<file path="config.mk">
export PLATFORM = sky130hd
export DESIGN_NAME = cpu_cycle_sequencer
export DESIGN_NICKNAME = d
export VERILOG_FILES = /design/src/rtl/cpu_cycle_sequencer_pkg.sv /design/src/rtl/cpu_cycle_sequencer_mem_wait_timer.sv /design/src/rtl/cpu_cycle_sequencer.sv
export SDC_FILE = /design/constraint.sdc
export NUM_CORES = 1
export LEC_CHECK = 0
export BUFFER_PORTS_ARGS = -buffer_cell sky130_fd_sc_hd__buf_4
export CORE_ASPECT_RATIO = 1.25
export CORE_MARGIN = 8
export CORE_UTILIZATION = 53
export DETAILED_ROUTE_END_ITERATION = 8
export PLACE_DENSITY = 0.9
export SYNTH_ARGS = -nofsm -noshare
export SYNTH_HDL_FRONTEND = slang
export SYNTH_SLANG_ARGS = --single-unit
export TNS_END_PERCENT = 5
</file>
<file path="constraint.sdc">
create_clock -name clk -period 2.5 [get_ports clk]
set_input_delay 0.25 -clock clk [delete_from_list [all_inputs] [get_ports clk]]
set_output_delay 0.25 -clock clk [all_outputs]
set_load 0.02 [all_outputs]
</file>
<file path="src/rtl/cpu_cycle_sequencer_pkg.sv">
// Shared definitions for the multi-cycle CPU sequencer.
//   seq_state_t     : sequencer state encoding, also driven on the debug state port
//   wait_cnt_width  : bit width of the memory wait counter for a given timeout
package cpu_cycle_sequencer_pkg;

    typedef enum logic [2:0] {
        SEQ_BOOT  = 3'd0,
        SEQ_FETCH = 3'd1,
        SEQ_EXEC  = 3'd2,
        SEQ_MEM   = 3'd3,
        SEQ_WB    = 3'd4,
        SEQ_HALT  = 3'd5
    } seq_state_t;

    // The counter only has to reach timeout-1, so clog2(timeout) bits suffice.
    function automatic int unsigned wait_cnt_width(input int unsigned timeout);
        return (timeout > 1) ? $clog2(timeout) : 1;
    endfunction

endpackage

</file>
<file path="src/rtl/cpu_cycle_sequencer_mem_wait_timer.sv">
// Memory wait timer: counts consecutive cycles of an outstanding access with
// no ready response and flags expiry on the last allowed waiting cycle.
// Ports:
//   clk     in   core clock
//   rst_n   in   synchronous active-low reset
//   active  in   an access is outstanding this cycle (FETCH or MEM)
//   ready   in   memory completes the access this cycle
//   expired out  this waiting cycle is the last one allowed; abort the access
module cpu_cycle_sequencer_mem_wait_timer
    import cpu_cycle_sequencer_pkg::*;
#(
    parameter int unsigned TIMEOUT_CYCLES = 255
) (
    input  logic clk,
    input  logic rst_n,
    input  logic active,
    input  logic ready,
    output logic expired
);

    localparam int unsigned W       = wait_cnt_width(TIMEOUT_CYCLES);
    localparam int unsigned LIMIT_I = (TIMEOUT_CYCLES > 0) ? TIMEOUT_CYCLES - 1 : 0;
    localparam logic [W-1:0] LIMIT  = W'(LIMIT_I);

    logic [W-1:0] count;

    // Held at zero outside an access, so every entry to FETCH/MEM starts at 0.
    always_ff @(posedge clk) begin
        if (!rst_n) begin
            count <= '0;
        end else if (!active || expired) begin
            count <= '0;
        end else if (!ready) begin
            count <= count + W'(1);
        end
    end

    // A ready in the limit cycle wins: the access completes without error.
    assign expired = (TIMEOUT_CYCLES != 0) && active && !ready && (count == LIMIT);

endmodule

</file>
<file path="src/rtl/cpu_cycle_sequencer.sv">
// Multi-cycle sequencer for a core with a single-ported unified memory.
// Steps each instruction through fetch, execute, optional memory access and
// write-back, gating the datapath enables and running the memory handshake.
// Ports:
//   clk        in   core clock
//   rst_n      in   synchronous active-low reset
//   mem_ready  in   memory completes the current access this cycle
//   MemRead    in   decoded load
//   MemWrite   in   decoded store (wins when MemRead is also set)
//   RegWrite   in   decoded register write
//   halt_req   in   decoded EBREAK/ECALL
//   mem_req    out  memory access request
//   mem_we     out  write strobe, qualified by mem_req
//   addr_sel   out  memory address mux: 0 = PC, 1 = ALU result
//   ir_en      out  load instruction register
//   mdr_en     out  load memory data register
//   pc_en      out  load next PC
//   rf_we      out  register-file write enable
//   halted     out  core stopped
//   bus_err    out  stop was caused by a memory timeout
//   state      out  current state (debug)
//   instret    out  retired-instruction count
//
// state | meaning
// BOOT  | reset state, all outputs low, moves to FETCH
// FETCH | instruction read at PC, wait for mem_ready
// EXEC  | ALU settles, choose MEM or WB
// MEM   | load/store at ALU address, wait for mem_ready
// WB    | register write, PC update, retire
// HALT  | stopped until reset
module cpu_cycle_sequencer
    import cpu_cycle_sequencer_pkg::*;
#(
    parameter int unsigned TIMEOUT_CYCLES = 255,
    parameter int unsigned CNT_W          = 32
) (
    input  logic             clk,
    input  logic             rst_n,
    input  logic             mem_ready,
    input  logic             MemRead,
    input  logic             MemWrite,
    input  logic             RegWrite,
    input  logic             halt_req,
    output logic             mem_req,
    output logic             mem_we,
    output logic             addr_sel,
    output logic             ir_en,
    output logic             mdr_en,
    output logic             pc_en,
    output logic             rf_we,
    output logic             halted,
    output logic             bus_err,
    output logic [2:0]       state,
    output logic [CNT_W-1:0] instret
);

    seq_state_t state_q;
    seq_state_t state_nxt;
    logic       wait_active;
    logic       wait_expired;
    logic       set_err;
    logic       retire;

    assign wait_active = (state_q == SEQ_FETCH) || (state_q == SEQ_MEM);

    cpu_cycle_sequencer_mem_wait_timer #(
        .TIMEOUT_CYCLES (TIMEOUT_CYCLES)
    ) u_mem_wait_timer (
        .clk     (clk),
        .rst_n   (rst_n),
        .active  (wait_active),
        .ready   (mem_ready),
        .expired (wait_expired)
    );

    always_ff @(posedge clk) begin
        if (!rst_n) begin
            state_q <= SEQ_BOOT;
            bus_err <= 1'b0;
            instret <= '0;
        end else begin
            state_q <= state_nxt;
            if (set_err) begin
                bus_err <= 1'b1;
            end
            if (retire) begin
                instret <= instret + CNT_W'(1);
            end
        end
    end

    always_comb begin
        state_nxt = state_q;
        mem_req   = 1'b0;
        mem_we    = 1'b0;
        addr_sel  = 1'b0;
        ir_en     = 1'b0;
        mdr_en    = 1'b0;
        pc_en     = 1'b0;
        rf_we     = 1'b0;
        halted    = 1'b0;
        set_err   = 1'b0;
        retire    = 1'b0;

        case (state_q)
            SEQ_BOOT: begin
                state_nxt = SEQ_FETCH;
            end
            SEQ_FETCH: begin
                mem_req = 1'b1;
                ir_en   = mem_ready;
                if (mem_ready) begin
                    state_nxt = SEQ_EXEC;
                end else if (wait_expired) begin
                    state_nxt = SEQ_HALT;
                    set_err   = 1'b1;
                end
            end
            SEQ_EXEC: begin
                state_nxt = (MemRead || MemWrite) ? SEQ_MEM : SEQ_WB;
            end
            SEQ_MEM: begin
                mem_req  = 1'b1;
                addr_sel = 1'b1;
                mem_we   = MemWrite;
                mdr_en   = mem_ready && !MemWrite;
                if (mem_ready) begin
                    state_nxt = SEQ_WB;
                end else if (wait_expired) begin
                    state_nxt = SEQ_HALT;
                    set_err   = 1'b1;
                end
            end
            SEQ_WB: begin
                rf_we     = RegWrite;
                pc_en     = !halt_req;
                retire    = 1'b1;
                state_nxt = halt_req ? SEQ_HALT : SEQ_FETCH;
            end
            SEQ_HALT: begin
                halted = 1'b1;
            end
            default: begin
                state_nxt = SEQ_BOOT;
            end
        endcase
    end

    assign state = state_q;

endmodule
</file>
==> impl_results.md, run 1 <==
- Max incr delay on CP: a little under 0.7 ns
- Die Y: around 87 um
- Worst path arrival time: between 2 and 2.5 ns
- Gpl congestion: roughly 0.82
- PwrDens: between 400 and 500 nW/um^2
- Total power: 1.31 mW
- DP Cell Count: between 300 and 400
- Final cell count without fillers: around 360
- Top_reg_cell synth: dfxtp_1
- Buffers on Ports: 50
- First-pass GRT wire length: ~9000 um
- Critical Path End Type: flop
- Yosys cell types: 40
- Layout net count: ~310
- Maxcap violations: 0
- Gr usage total: ~17%
- Top Ports: 51
- Critical-path maximum fanout: 19
- Vias per cell: ~5.7
- Hold_sp: mem_ready
- Clk buf depth: 2
- Clk_lat worst skew: about 0.30 ns
- Buf/Inv on CP: 0
- Synth Area per Inst: 8.36 sq um
- Die width: 72.7 um
- Cells after synthesis: ~260
- Fmax: around 0.44 GHz
- Unrepaired setup endpoints after global routing: no
- Initial DRT Pass Iterations: 4
- Crit path cell chain: ha_1 > nand4bb_1 > or4_1 > or4_1 > a21oi_1
- Detailed Place HPWL: about 3800 um
- Top Metal Used: met4
- Peak supply drop: roughly 0.40 mV
- Worst Path Required: approximately 2.7 ns
- Synth Cell Area: 2130 sq um
- Overflow after GRT: 0
- Final setup viols: 0
- Fin. max-slew vios: 0
- Slowest cell on the critical path: or4_1
- Synth cell count leaders: 44 x dfxtp_1, 23 x nor2_1, 21 x nand2_1, 18 x a21oi_1, 12 x clkbuf_1
- CP startpoint kind: flop
- Cell row count: 26
- Post-Route WL: ~5200 um
- Post-DRT Antenna Nets: 0
- Leakage power: approximately 1 nW
- Ant diodes: 0
- Die area: 6320 sq um
- WL met2: approximately 2600 um
- Most frequent cell on the critical path: or4_1
- Worst min path class: in -> reg
- CORE AREA: between 3000 and 4000 sq um
- CP startpoint: instret[0]
- Relative slew slack: between 50 and 60%
- CTS tree: built
- Routed vias: roughly 2,000
- Ys Warns: 0
- Post-synth EDFFs: 0
- Ratio of final minimum period to clock period: around nine tenths
- Initial Util: 53.7%
- Reg clk slew, reported paths: ~0.080 ns
- Status: completed
- Largest net degree at the start of global routing: 27
- Setup_tns: 0 ns
- Drc violations: 0
- Met1 wire length: approximately 2200 um
- Tightest Pin Transition: a little under 0.7 ns
- WHS: approximately 0.25 ns
- Area leader, netlist: dfxtp_1
- Synth Register Bits: 44
- Met3 Wirelength: between 300 and 400 um
- Setup repair bufs after CTS: 0
- Worst Skew: approximately 0.0095 ns
- Syn Nets: roughly 270
- Async SR Flop Fraction: 0%
- Number of antenna violations at the first check in global routing: 0
- Crit path time final: between 2 and 2.5 ns
- Final Hold Viols: 0
- H-tree depth: 2
- CTS Buf Count: 5
- Reg-to-Reg Start: instret[0]
- Area Growth Syn to Fin: 25.1%
- 1st-iter DRT viols: 143
- Setup CP Type: reg -> reg
- Avg WL per Cell: around 15 um
- Share of layout cells above drive strength 1: between 20% and 30%
- Vias in the first global route: about 1,900
- Top delay family on crit path: simple AND/OR/NAND/NOR gates
- Root buf cell: clkbuf_8
- Top-count cell post-synth: dfxtp_1
- Share of the synthesized area in the top cell type: 41.3%
- Clk sinks: 44
- Synth top area cells: dfxtp_1 41%, a21oi_1 4.2%, nor2_1 4.1%
- Post-cts gate resize count: 0
- Post-synthesis sequential area ratio: about two fifths
- # hold bufs at CTS: 0
[power breakdown]
part | total, mW | switching [mW] | internal [mW]
sequential | 0.707 | 0.00315 | 0.704
combinational | 0.0791 | 0.0479 | 0.0312
clock | 0.519 | 0.232 | 0.287
[final timing paths]
kind	depth (start not counted)	slack, ns	end
worst min-delay path	2	0.25	state[1]
worst max register to register	5	0.25	instret[20]
worst min register to register	1	0.48	bus_err
worst max-delay path	5	0.25	instret[20]
[routing by layer]
metal / up-vias / global-route usage (%)
li1: 1023 / -
met5: - / 0
met3: 7 / 5.65
met2: 66 / 30.2
met1: 959 / 18.9
met4: 0 / 5.66
[sequential cells by signal (all words and copies together), names as in the netlist]
register                count
u_mem_wait_timer.count      8
bus_err                     1
state                       3
instret                    32
[layout by cell type, fill, tap and decap left out, drive strengths merged, types with 7 or more instances in the layout]
| cell | count |
|---|---|
| inv | 11 |
| buf | 56 |
| o21ai | 10 |
| or3 | 9 |
| nand3 | 11 |
| a21oi | 18 |
| o41ai | 7 |
| xnor2 | 9 |
| o31ai | 7 |
| nand2 | 21 |
| or4 | 10 |
| dfxtp | 44 |
| nor2 | 23 |
| xor2 | 7 |
[cell families (layout without fill, tap and decap cells)]
logic type / count (synthesis) / after routing / share of synthesized area [%]
adder cells (fa/ha/maj): 3 / 3 / 1.76
XOR/XNOR: 16 / 16 / 6.58
multiplexers: 1 / 1 / 0.470
flip-flops: 44 / 44 / 41.3
AO/OA/AOI/OAI: 53 / 53 / 16.3
AND/OR/NAND/NOR: 112 / 112 / 28.8
buffers and inverters: 26 / 74 / 4.70
[layout make-up]
type	instances	area, sq um
fillers	355	1300
multi-input cells	185	1150
flip-flops and latches	44	881
repair buffers	56	420
well taps	56	70.1
clock buffers	5	68.8
inverters	12	45.0
clock inverters	1	30.0
[per-stage QoR]
step / utilization, % / setup slack (ns) / cell area, sq um
after global routing: 67.2 / 0.0432 / 2670
after global placement: 64.7 / 0.337 / 2570
final: 67.2 / 0.247 / 2670
after CTS: 67.2 / 0.241 / 2670
after detailed placement: 64.7 / 0.267 / 2570
after floorplan: - / 0.242 / 2130
No activity file was read; power rests on OpenSTA's default activity.
==> run 2, diff against run 1 <==
--- a/config.mk
+++ b/config.mk
@@ -11,6 +11,7 @@
 export CORE_UTILIZATION = 53
 export DETAILED_ROUTE_END_ITERATION = 8
 export PLACE_DENSITY = 0.9
+export REMOVE_ABC_BUFFERS = 1
 export SYNTH_ARGS = -nofsm -noshare
 export SYNTH_HDL_FRONTEND = slang
 export SYNTH_SLANG_ARGS = --single-unit
==> run 2 against run 1 <==
Cell count stayed put. Combinational power decreased by 6.3%. Global-route usage decreased by 0.30 points. Sequential power is 0.6% higher. Sequential cell count did not move. Sequential share of layout area rose by 0.078 points. Maximum frequency decreased by 2.0%. First-iteration DRC count unchanged. Critical endpoint unchanged. Highest routed layer unchanged.
==> impl_results.md, run 2 (synthesis results as in run 1) <==
- Critical-path maximum fanout: 19 (unchanged)
- H-tree depth: 2 (unchanged)
- Register area: 881 sq um (unchanged)
- Tightest Pin Transition: 0.709 ns (+0.0222 ns)
- Reg power frac: 54.1% (about the same)
- Final Hold Viols: 0 (unchanged)
- Fmax: 0.435 GHz (-2.0%)
- Setup CP Type: reg -> reg
- Reg clk slew, reported paths: 0.08 ns (about the same)
- RR Endpoint: instret[20]
- Share of layout cells above drive strength 1: 21.5% (-0.33 points)
- Gpl congestion: 0.857 (+4.5%)
- Routed vias: 2,059 (+0.19%)
- Comb pwr share: 5.6% (-0.5 points)
- Largest net degree at the start of global routing: 27 (unchanged)
- Initial Util: 53.7% (unchanged)
- CP startpoint kind: flop
- Crit path time final: 2.30 ns (+0.0454 ns)
- PwrDens: 494 nW/um^2 (+0.89%)
- Maxcap violations: 0 (unchanged)
- Buffers on Ports: 50 (unchanged)
- Drc violations: 0 (unchanged)
- Die width: 72.7 um (unchanged)
- Cell row count: 26 (unchanged)
- Top Ports: 51 (unchanged)
- # hold bufs at CTS: 0 (unchanged)
- Leakage power: 0.992 nW (-0.40%)
- Vias in the first global route: 2,079 (+6.9%)
- Reg2reg path depth: 5 (unchanged)
- Fin. max-slew vios: 0 (unchanged)
- Most frequent cells in the layout: 54 x buf_4, 44 x dfxtp_1, 23 x nor2_1, 21 x nand2_1, 18 x a21oi_1
- Unrepaired setup endpoints after global routing: no
- CP startpoint: instret[0]
- Setup repair bufs after CTS: 0 (unchanged)
- Clk_lat worst skew: 0.30 ns (about the same)
- Avg WL per Cell: 14.2 um (-2.6%)
- Total power: 1.31 mW (+0.65%)
- Vias per cell: 5.74 (+0.19%)
- Worst path arrival time: 2.51 ns (+0.04 ns)
- Worst min path class: in -> reg
- Reg-to-Reg Start: instret[0]
- Ratio of final minimum period to clock period: 91.9% (+1.8 points)
- R2r setup slk: 0.20 ns (-0.05 ns)
- Largest register FFs: 32 (unchanged)
- Status: completed
- Ant diodes: 0 (unchanged)
- Relative slew slack: 52.4% (-1.5 points)
- Post-DRT Antenna Nets: 0 (unchanged)
- Worst Path Required: 2.71 ns (about the same)
- DP Cell Count: 351 (-0.57%)
- Switch share: 21.6% (-0.084 points)
- Root buf cell: clkbuf_8
- Net Sw Power: 283 uW (+0.27%)
- Area Growth Syn to Fin: 24.8%
- Peak supply drop: 0.381 mV (-4.1%)
- Final setup viols: 0 (unchanged)
- Fill cells: 356 (+0.28%)
- Overflow after GRT: 0 (unchanged)
- Critical path capture point: instret[20]
- Multi-input logic area: 1150 sq um (unchanged)
- Int Pwr: 1.03 mW (+0.76%)
- Setup_tns: 0 ns (unchanged)
- Post-Route WL: 5100 um (-2.6%)
- Number of antenna violations at the first check in global routing: 0 (unchanged)
- Post-cts gate resize count: 0 (unchanged)
- Detailed Place HPWL: 3750 um (-0.34%)
- Commonest non-fill, non-tap cell in the layout: buf_4
- CTS tree: built
- Clk buf depth: 2 (unchanged)
- Clk sinks: 44 (unchanged)
- Reg with most FFs: instret
- Critical Path End Type: flop
- Die Y: 86.9 um (unchanged)
- Clock group share of total power: 40.3% (+0.6 points)
- Layout net count: 312 (-0.64%)
- Initial DRT Pass Iterations: 4 (unchanged)
- Die area: 6320 sq um (unchanged)
- Gr usage total: 17.0% (-0.30 points)
- Worst Skew: 0.00455 ns (-0.00498 ns)
- CTS Buf Count: 5 (unchanged)
- 1st-iter DRT viols: 143 (unchanged)
- Final cell count without fillers: 359 (unchanged)
- First-pass GRT wire length: 8850 um (-1.2%)
- CORE AREA: 3970 sq um (unchanged)
[run 2: power by group through the flow]
stage / Sequential (mW) / Clock [mW] / Combinational (mW)
final: 0.711 / 0.529 / 0.0741
after global routing: 0.712 / 0.571 / 0.0817
after CTS: 0.710 / 0.542 / 0.0748
after detailed placement: 0.727 / 0 / 0.0745
after global placement: 0.727 / 0 / 0.0728
after floorplan: 0.731 / 0 / 0.0329
[run 2: through the flow]
stage / hold slack [ns] / setup slack [ns] / cell area, sq um / utilization [%]
finish: 0.234 / 0.201 / 2660 / 67.0
CTS: 0.230 / 0.217 / 2660 / 67.0
detailed placement: 0.459 / 0.232 / 2550 / 64.3
global placement: 0.449 / 0.331 / 2550 / 64.3
global route: 0.256 / 0.0468 / 2660 / 67.0
floorplan: 0.351 / 0.185 / 2080 / -
[run 2: worst min path at each step]
stage              start        to  slack [ns]  depth (start not counted)
6_report       mem_ready  state[1]        0.23                          2
5_1_grt        mem_ready  state[1]        0.26                          2
4_1_cts        mem_ready  state[1]        0.23                          2
3_5_place_dp     bus_err   bus_err        0.46                          1
3_3_place_gp     bus_err   bus_err        0.45                          1
2_1_floorplan  mem_ready  state[1]        0.35                          1
[run 2: area by class of cell]
class	instances	area share, %
inverters	12	1.69
well taps	56	2.64
flip-flops and latches	44	33.1
clock buffers	6	2.73
multi-input cells	185	43.2
repair buffers	54	15.2
clock inverters	2	1.32
[run 2: critical path, cell delays in order, from the launching register on]
cell	delay, ns
dfxtp_1	0.44
ha_1	0.18
nand4bb_1	0.14
or4_1	0.72
or4_1	0.59
a21oi_1	0.15
[run 2: metal layers]
| metal | routed length (um) | GRT usage [%] | share of wire, % |
|---|---|---|---|
| met3 | 376 | 6.22 | 7.4 |
| met2 | 2570 | 29.7 | 50 |
| met5 | 0 | 0 | 0 |
| met4 | 78 | 7.48 | 1.5 |
| met1 | 2080 | 17.5 | 41 |
